## src/rtl/onn_phase_loader.sv

```systemverilog
// Purpose : serial-to-parallel loader of an oscillator phase frame for the ONN, MSB of each word first.
// Latency : phi_out/frame_valid update on the edge that captures the last frame bit (parity bit if enabled).
// Backpr. : one frame buffered; load=1 while a frame awaits onn_ack drops the bit and sets sticky overrun.
//
// Ports:
//   clk         single clock, rising edge
//   re          synchronous active-low reset
//   bit_in      serial phase data, sampled only when load=1
//   load        qualifies bit_in
//   onn_ack     downstream accepts the presented frame (only honoured while holding a frame)
//   phi_out     [0:N_OSC*PHASE_W-1] phase vector, osc i at [i*PHASE_W +: PHASE_W], MSB at lower index
//   frame_valid phi_out holds a complete, unconsumed frame
//   busy        frame shift in progress
//   overrun     sticky: bit offered while a frame awaited acknowledgement
//   par_err     one-cycle pulse on parity failure (always 0 without ONN_LOADER_PARITY_EN)
//
// Build option: define ONN_LOADER_PARITY_EN to append an even-parity bit to every frame.
module onn_phase_loader #(
    parameter int PHASE_W = 4,
    parameter int N_OSC   = 15
) (
    input  logic                         clk,
    input  logic                         re,
    input  logic                         bit_in,
    input  logic                         load,
    input  logic                         onn_ack,
    output logic [0:N_OSC*PHASE_W-1]     phi_out,
    output logic                         frame_valid,
    output logic                         busy,
    output logic                         overrun,
    output logic                         par_err
);

    localparam int FRAME_W = N_OSC * PHASE_W;
    localparam int CW      = $clog2(FRAME_W + 1);
    localparam logic [CW-1:0] LAST_IDX = CW'(FRAME_W - 1);

`ifdef ONN_LOADER_PARITY_EN
    typedef enum logic [1:0] {IDLE, SHIFT, HOLD, PARITY} state_t;
`else
    typedef enum logic [1:0] {IDLE, SHIFT, HOLD} state_t;
`endif

    state_t              state;
    logic [CW-1:0]       cnt;
    logic [0:FRAME_W-1]  sr;
    logic [0:FRAME_W-1]  sr_nxt;

    // Shift register with the current bit already placed at position cnt, so the
    // completing edge can publish the full frame without an extra cycle.
    always_comb begin
        sr_nxt = sr;
        if (cnt <= LAST_IDX) begin
            sr_nxt[cnt] = bit_in;
        end
    end

    always_ff @(posedge clk) begin
        if (!re) begin
            state       <= IDLE;
            cnt         <= '0;
            sr          <= '0;
            phi_out     <= '0;
            frame_valid <= 1'b0;
            busy        <= 1'b0;
            overrun     <= 1'b0;
            par_err     <= 1'b0;
        end else begin
            par_err <= 1'b0;
            case (state)
                IDLE: begin
                    if (load) begin
                        sr    <= sr_nxt;
                        cnt   <= cnt + 1'b1;
                        busy  <= 1'b1;
                        state <= SHIFT;
                    end
                end

                // load=0 here is a pause: counter and data simply hold.
                SHIFT: begin
                    if (load) begin
                        sr <= sr_nxt;
                        if (cnt == LAST_IDX) begin
`ifdef ONN_LOADER_PARITY_EN
                            cnt   <= cnt + 1'b1;
                            state <= PARITY;
`else
                            phi_out     <= sr_nxt;
                            frame_valid <= 1'b1;
                            busy        <= 1'b0;
                            state       <= HOLD;
`endif
                        end else begin
                            cnt <= cnt + 1'b1;
                        end
                    end
                end

`ifdef ONN_LOADER_PARITY_EN
                // Even parity over data plus parity bit; a bad frame never reaches phi_out.
                PARITY: begin
                    if (load) begin
                        busy <= 1'b0;
                        if ((^sr ^ bit_in) == 1'b0) begin
                            phi_out     <= sr;
                            frame_valid <= 1'b1;
                            state       <= HOLD;
                        end else begin
                            par_err <= 1'b1;
                            cnt     <= '0;
                            state   <= IDLE;
                        end
                    end
                end
`endif

                // Bits offered here are dropped, including on the ack edge itself.
                HOLD: begin
                    if (load) begin
                        overrun <= 1'b1;
                    end
                    if (onn_ack) begin
                        frame_valid <= 1'b0;
                        cnt         <= '0;
                        state       <= IDLE;
                    end
                end

                default: begin
                    cnt   <= '0;
                    busy  <= 1'b0;
                    state <= IDLE;
                end
            endcase
        end
    end

endmodule

```

## config.mk

```make
export PLATFORM = sky130hd
export DESIGN_NAME = onn_phase_loader
export DESIGN_NICKNAME = d
export VERILOG_FILES = /design/src/rtl/onn_phase_loader.sv
export SDC_FILE = /design/constraint.sdc
export NUM_CORES = 1
export LEC_CHECK = 0
export CAP_MARGIN = 20
export CORE_MARGIN = 3
export CORE_UTILIZATION = 35
export CTS_CLUSTER_DIAMETER = 60
export CTS_CLUSTER_SIZE = 20
export DETAILED_ROUTE_END_ITERATION = 8
export PLACE_DENSITY_LB_ADDON = 0.2
export SYNTH_ARGS = -nofsm -noshare
export SYNTH_HDL_FRONTEND = slang
export SYNTH_SLANG_ARGS = --single-unit
```

## constraint.sdc

```tcl
create_clock -name clk -period 4.6 [get_ports clk]
set_clock_uncertainty 0.05 [all_clocks]
set_input_delay 0.92 -clock clk [delete_from_list [all_inputs] [get_ports clk]]
set_output_delay 0.92 -clock clk [all_outputs]
set_load 0.02 [all_outputs]
```

* Word-level counts from Yosys, hierarchy flattened
Index checks and enable logic that the tools add are counted.
Operators by class: bitwise logic cells 2, muxes and demuxes 22, magnitude comparators 3, shifts and indexed selects 0, reduce and logical (&&, ||, !) cells 11, divide/modulo/power cells 0, $mul 0, equality and inequality tests 8, $add $sub $neg 1
Operator list (number):
- bitwise mux 60 bit | 1
- 2-to-1 mux 60 bit | 1
- 2-to-1 mux 6 bit | 4
- one-hot mux 6 bit (3 select lines) | 1
- AND reduction 4 bit | 4
- inequality test 2 bit, second input constant | 5
- 2-to-1 mux 2 bit | 4
- greater-or-equal comparator 7 bit, second input constant | 1
- less-than comparator 7 x 1 -> 1 bit, second input constant | 1
- 2-to-1 mux 1 bit | 7
- inverter 6 -> 7 bit | 1
- adder 6 x 1 -> 6 bit, second input constant | 1
- demux 1 bit (select 6 bit) | 1
- equality test 6 bit, second input constant | 1
- less-or-equal comparator 6 bit, second input constant | 1
- one-hot mux 2 bit (3 select lines) | 1
- AND reduction 2 bit | 2
- one-hot mux 1 bit (3 select lines) | 1
- AND reduction 3 bit | 1
- equality test 2 x 1 -> 1 bit, second input constant | 1
- equality test 2 bit, second input constant | 1
- zero test 2 bit | 1
- one-hot mux 1 bit (2 select lines) | 1
- nonzero test 2 bit | 1
- 3 further kinds | 3
Storage, ports and cells: RAM bits 0, memories kept 0, latch bits 0, output and inout bits 64, input bits 5, logic and storage cells 54, ROM bits 0, bits in registers 131

* Depth between registers and ports, before layout
depth in word-level cells 7, gate-level depth with buffers 7, mapped depth without buffers 5

* Worst setup path before layout
Ideal clock, no wire load.
kind input to register, from input load, to register sr[10] (netlist bit), stages 4, required time 4418 ps, path slack 2614 ps, data arrival time 1804 ps, setup time 132 ps, buffers on the path 2, cells stage by stage nor2b_1 > clkbuf_1 > clkbuf_1 > a21oi_1
On the way: longest elaborated chain between the ends 1
Ends and longest elaborated chain:
- start: declaration | RTL line 25 | input logic load,
- AND reduction 2 bit (no source line)
- end signal: assignment | RTL line 73 | sr <= sr_nxt;
- end signal: assignment | RTL line 83 | sr <= sr_nxt;
- end: declaration | RTL line 46 | logic [0:FRAME_W-1] sr;
No other way between the ends. A chain may end at the register's enable or synchronous reset.

* Worst setup path after layout
from input load, to register phi_out[40] (netlist bit)
On the way: longest elaborated chain between the ends 1
Ends and longest elaborated chain:
- AND reduction 3 bit (no source line)
- end signal: assignment | RTL line 89 | phi_out <= sr_nxt;
- end: declaration | RTL line 27 | output logic [0:N_OSC*PHASE_W-1] phi_out,
No other way between the ends.

==> qor.yml <==
root_buffer: "clkbuf_16"
antennaDiodeCount: 0
rows: 45
syn_nets: 648
ys_seq_area_share_pct: 47.3
cts_buffers: 17
grt_pass1_wl_um: 22800
start_util_pct: 36.1
crit_slowest_cell: "clkdlybuf4s50_1"
ys_ff_latch: 131
max_stage_delay_ns: 0.59
postCtsSetupRepairBufs: 0
critPathLaunchType: "input port"
synth-edff-count: 0
synthArstFlopShare_pct: 0
vias: 4703
fin_cells: 896
path_class: "in -> reg"
wl_per_cell_um: 15.7
critical_path_required_ns: 4.89
drive_gt1_share_pct: 6.86
wl_um: 14100
drtPass1Iterations: 5
cts_resized: 0
rsz0062_at_grt: "no"
core_sq_um: 15400
power_density_nw_per_um2: 388
grt_pass1_vias: 4366
initialDrtViolationCount: 355
die_w_um: 132
synth_common_cells: "131 x dfxtp_1, 122 x o21ai_0, 107 x a21oi_1"
place.gp.congestion: 0.776
grt_max_degree: 74
fmax_ghz: 0.351
synth.avg_cell_area_sq_um: 8.63
clock_sinks: 131
hpwlAfterDp_um: 8960
io_pins: 69
synth.top_cell.area_share_pct: 47.3
ys.warnings.count: 0
overflow: 0
htree_levels: 4
dp.cells: 866
cts.clk_slew.worst_paths_ns: 0.05
max_slew_margin_pct: 28.1
clk_latency_ns: 0.42
crit_chain: "clkdlybuf4s50_1, nand2b_1, nor3_4, buf_4, o21ai_0, a21oi_1"
finalSetupViolCount: 0
finalCritPeriodShare_pct: 62.0
syn_to_final_growth_pct: 23.3
syn_area_sq_um: 5540
peakVddDrop_mv: 0.256
cp_max_fo: 73
viasPerCell: 5.25
fin_nets: 680
fin_crit_ns: 2.85
synth_largest_area_cell: "dfxtp_1"
p_total_mw: 2.65
cts_buffer_depth: 2
ctsHoldBuffers: 0
die_y_um: 132
ff2ff_path_depth: 4
drc: 0
finalMaxSlewViolations: 0
synthFlopType: "dfxtp_1"
tightest_slew_ns: 1.07
power.leakage_nw: 2.38
die_area_sq_um: 17400
synth_cell_types: 39
status: "complete, no violations"
cp.arrival_ns: 3.15
post-synth-top-count-cell: "dfxtp_1"
maxCapViolations: 0
tritoncts: "built"
ys_top_cells_by_area: "dfxtp_1 47%, mux2i_1 12%, o21ai_0 11%"
worst_setup_path_end_kind: "flip-flop"
whs_path_depth: 2
hold_violations: 0
tns_ns: 0
synthCells: 642
port-buffer-count: 67
ant_nets: 0
grt_util_all_layers_pct: 16.3
hold_path_class: "reg -> reg"
antenna_found_initial: 0
## worst paths after layout
path	start	endpoint	slack [ns]
worst min-delay path	overrun$_SDFFE_PN0P_	overrun$_SDFFE_PN0P_	0.42
worst min register to register	overrun$_SDFFE_PN0P_	overrun$_SDFFE_PN0P_	0.42
worst max-delay path	load	phi_out[40]$_SDFFE_PN0P_	1.75
worst max register to register	cnt[3]$_SDFFE_PN0P_	phi_out[13]$_SDFFE_PN0P_	2.19
## layer usage
layer | share of wire, % | track usage [%]
met5 | 0 | 0
met4 | 1.6 | 6.07
met3 | 5.0 | 4.20
met2 | 46 | 24.9
met1 | 47 | 22.1
## critical path, delay by kind of cell
family / cells / cell delay, ns
and+or+nand+nor: 2 / 0.75
buffers and inverters: 2 / 1.10
AOI/OAI and AO/OA: 2 / 0.32
## logic make-up after synthesis
group	synth area share [%]
AOI/OAI and AO/OA	22.3
adders and majority gates	0.226
buffers and inverters	5.10
DFF	47.3
muxes	12.1
other	0.0677
and+or+nand+nor	12.9
## registers in the layout, summed over array words and instances, names as in the netlist
| name | cells |
|---|---|
| sr | 60 |
| phi_out | 60 |
| state | 2 |
| cnt | 6 |
| overrun | 1 |
| frame_valid | 1 |
| busy | 1 |
## layout by cell type, fill, tap and decap left out, drive strengths merged, types with 5 or more instances in the layout
cell	instances
buf	8
nor2	47
nand2	19
mux2i	67
inv	6
clkdlybuf4s50	65
nor3	18
nor3b	5
nand3	12
o21ai	123
a21oi	107
a31oi	9
nor2b	5
nand3b	8
clkbuf	25
dfxtp	131
## power by group
group	switching [mW]	leakage, nW	internal, mW	total [mW]
Sequential	0.0234	1.07	1.17	1.20
Combinational	0.105	1.03	0.0482	0.153
Clock	0.460	0.283	0.846	1.31
Total	0.588	2.38	2.07	2.65
## layout make-up
| class | count | area (sq um) |
|---|---|---|
| Clock inverter | 5 | 75.1 |
| Multi-Input combinational cell | 445 | 2650 |
| Inverter | 6 | 22.5 |
| Fill cell | 1506 | 8540 |
| Tap cell | 211 | 264 |
| Timing Repair Buffer | 73 | 706 |
| Clock buffer | 25 | 495 |
| Sequential cell | 131 | 2620 |
## through the flow
stage | instance area [sq um] | util [%] | hold slack [ns] | worst slack (ns)
final | 6840 | 44.5 | 0.424 | 1.75
after global routing | 6840 | 44.5 | 0.465 | 1.50
after CTS | 6840 | 44.5 | 0.427 | 1.74
after detailed placement | 6260 | 40.8 | 0.416 | 1.32
after global placement | 6260 | 40.8 | 0.404 | 1.44
after floorplan | 5540 | - | 0.403 | 2.61
Power figures use the tool's default switching activity.
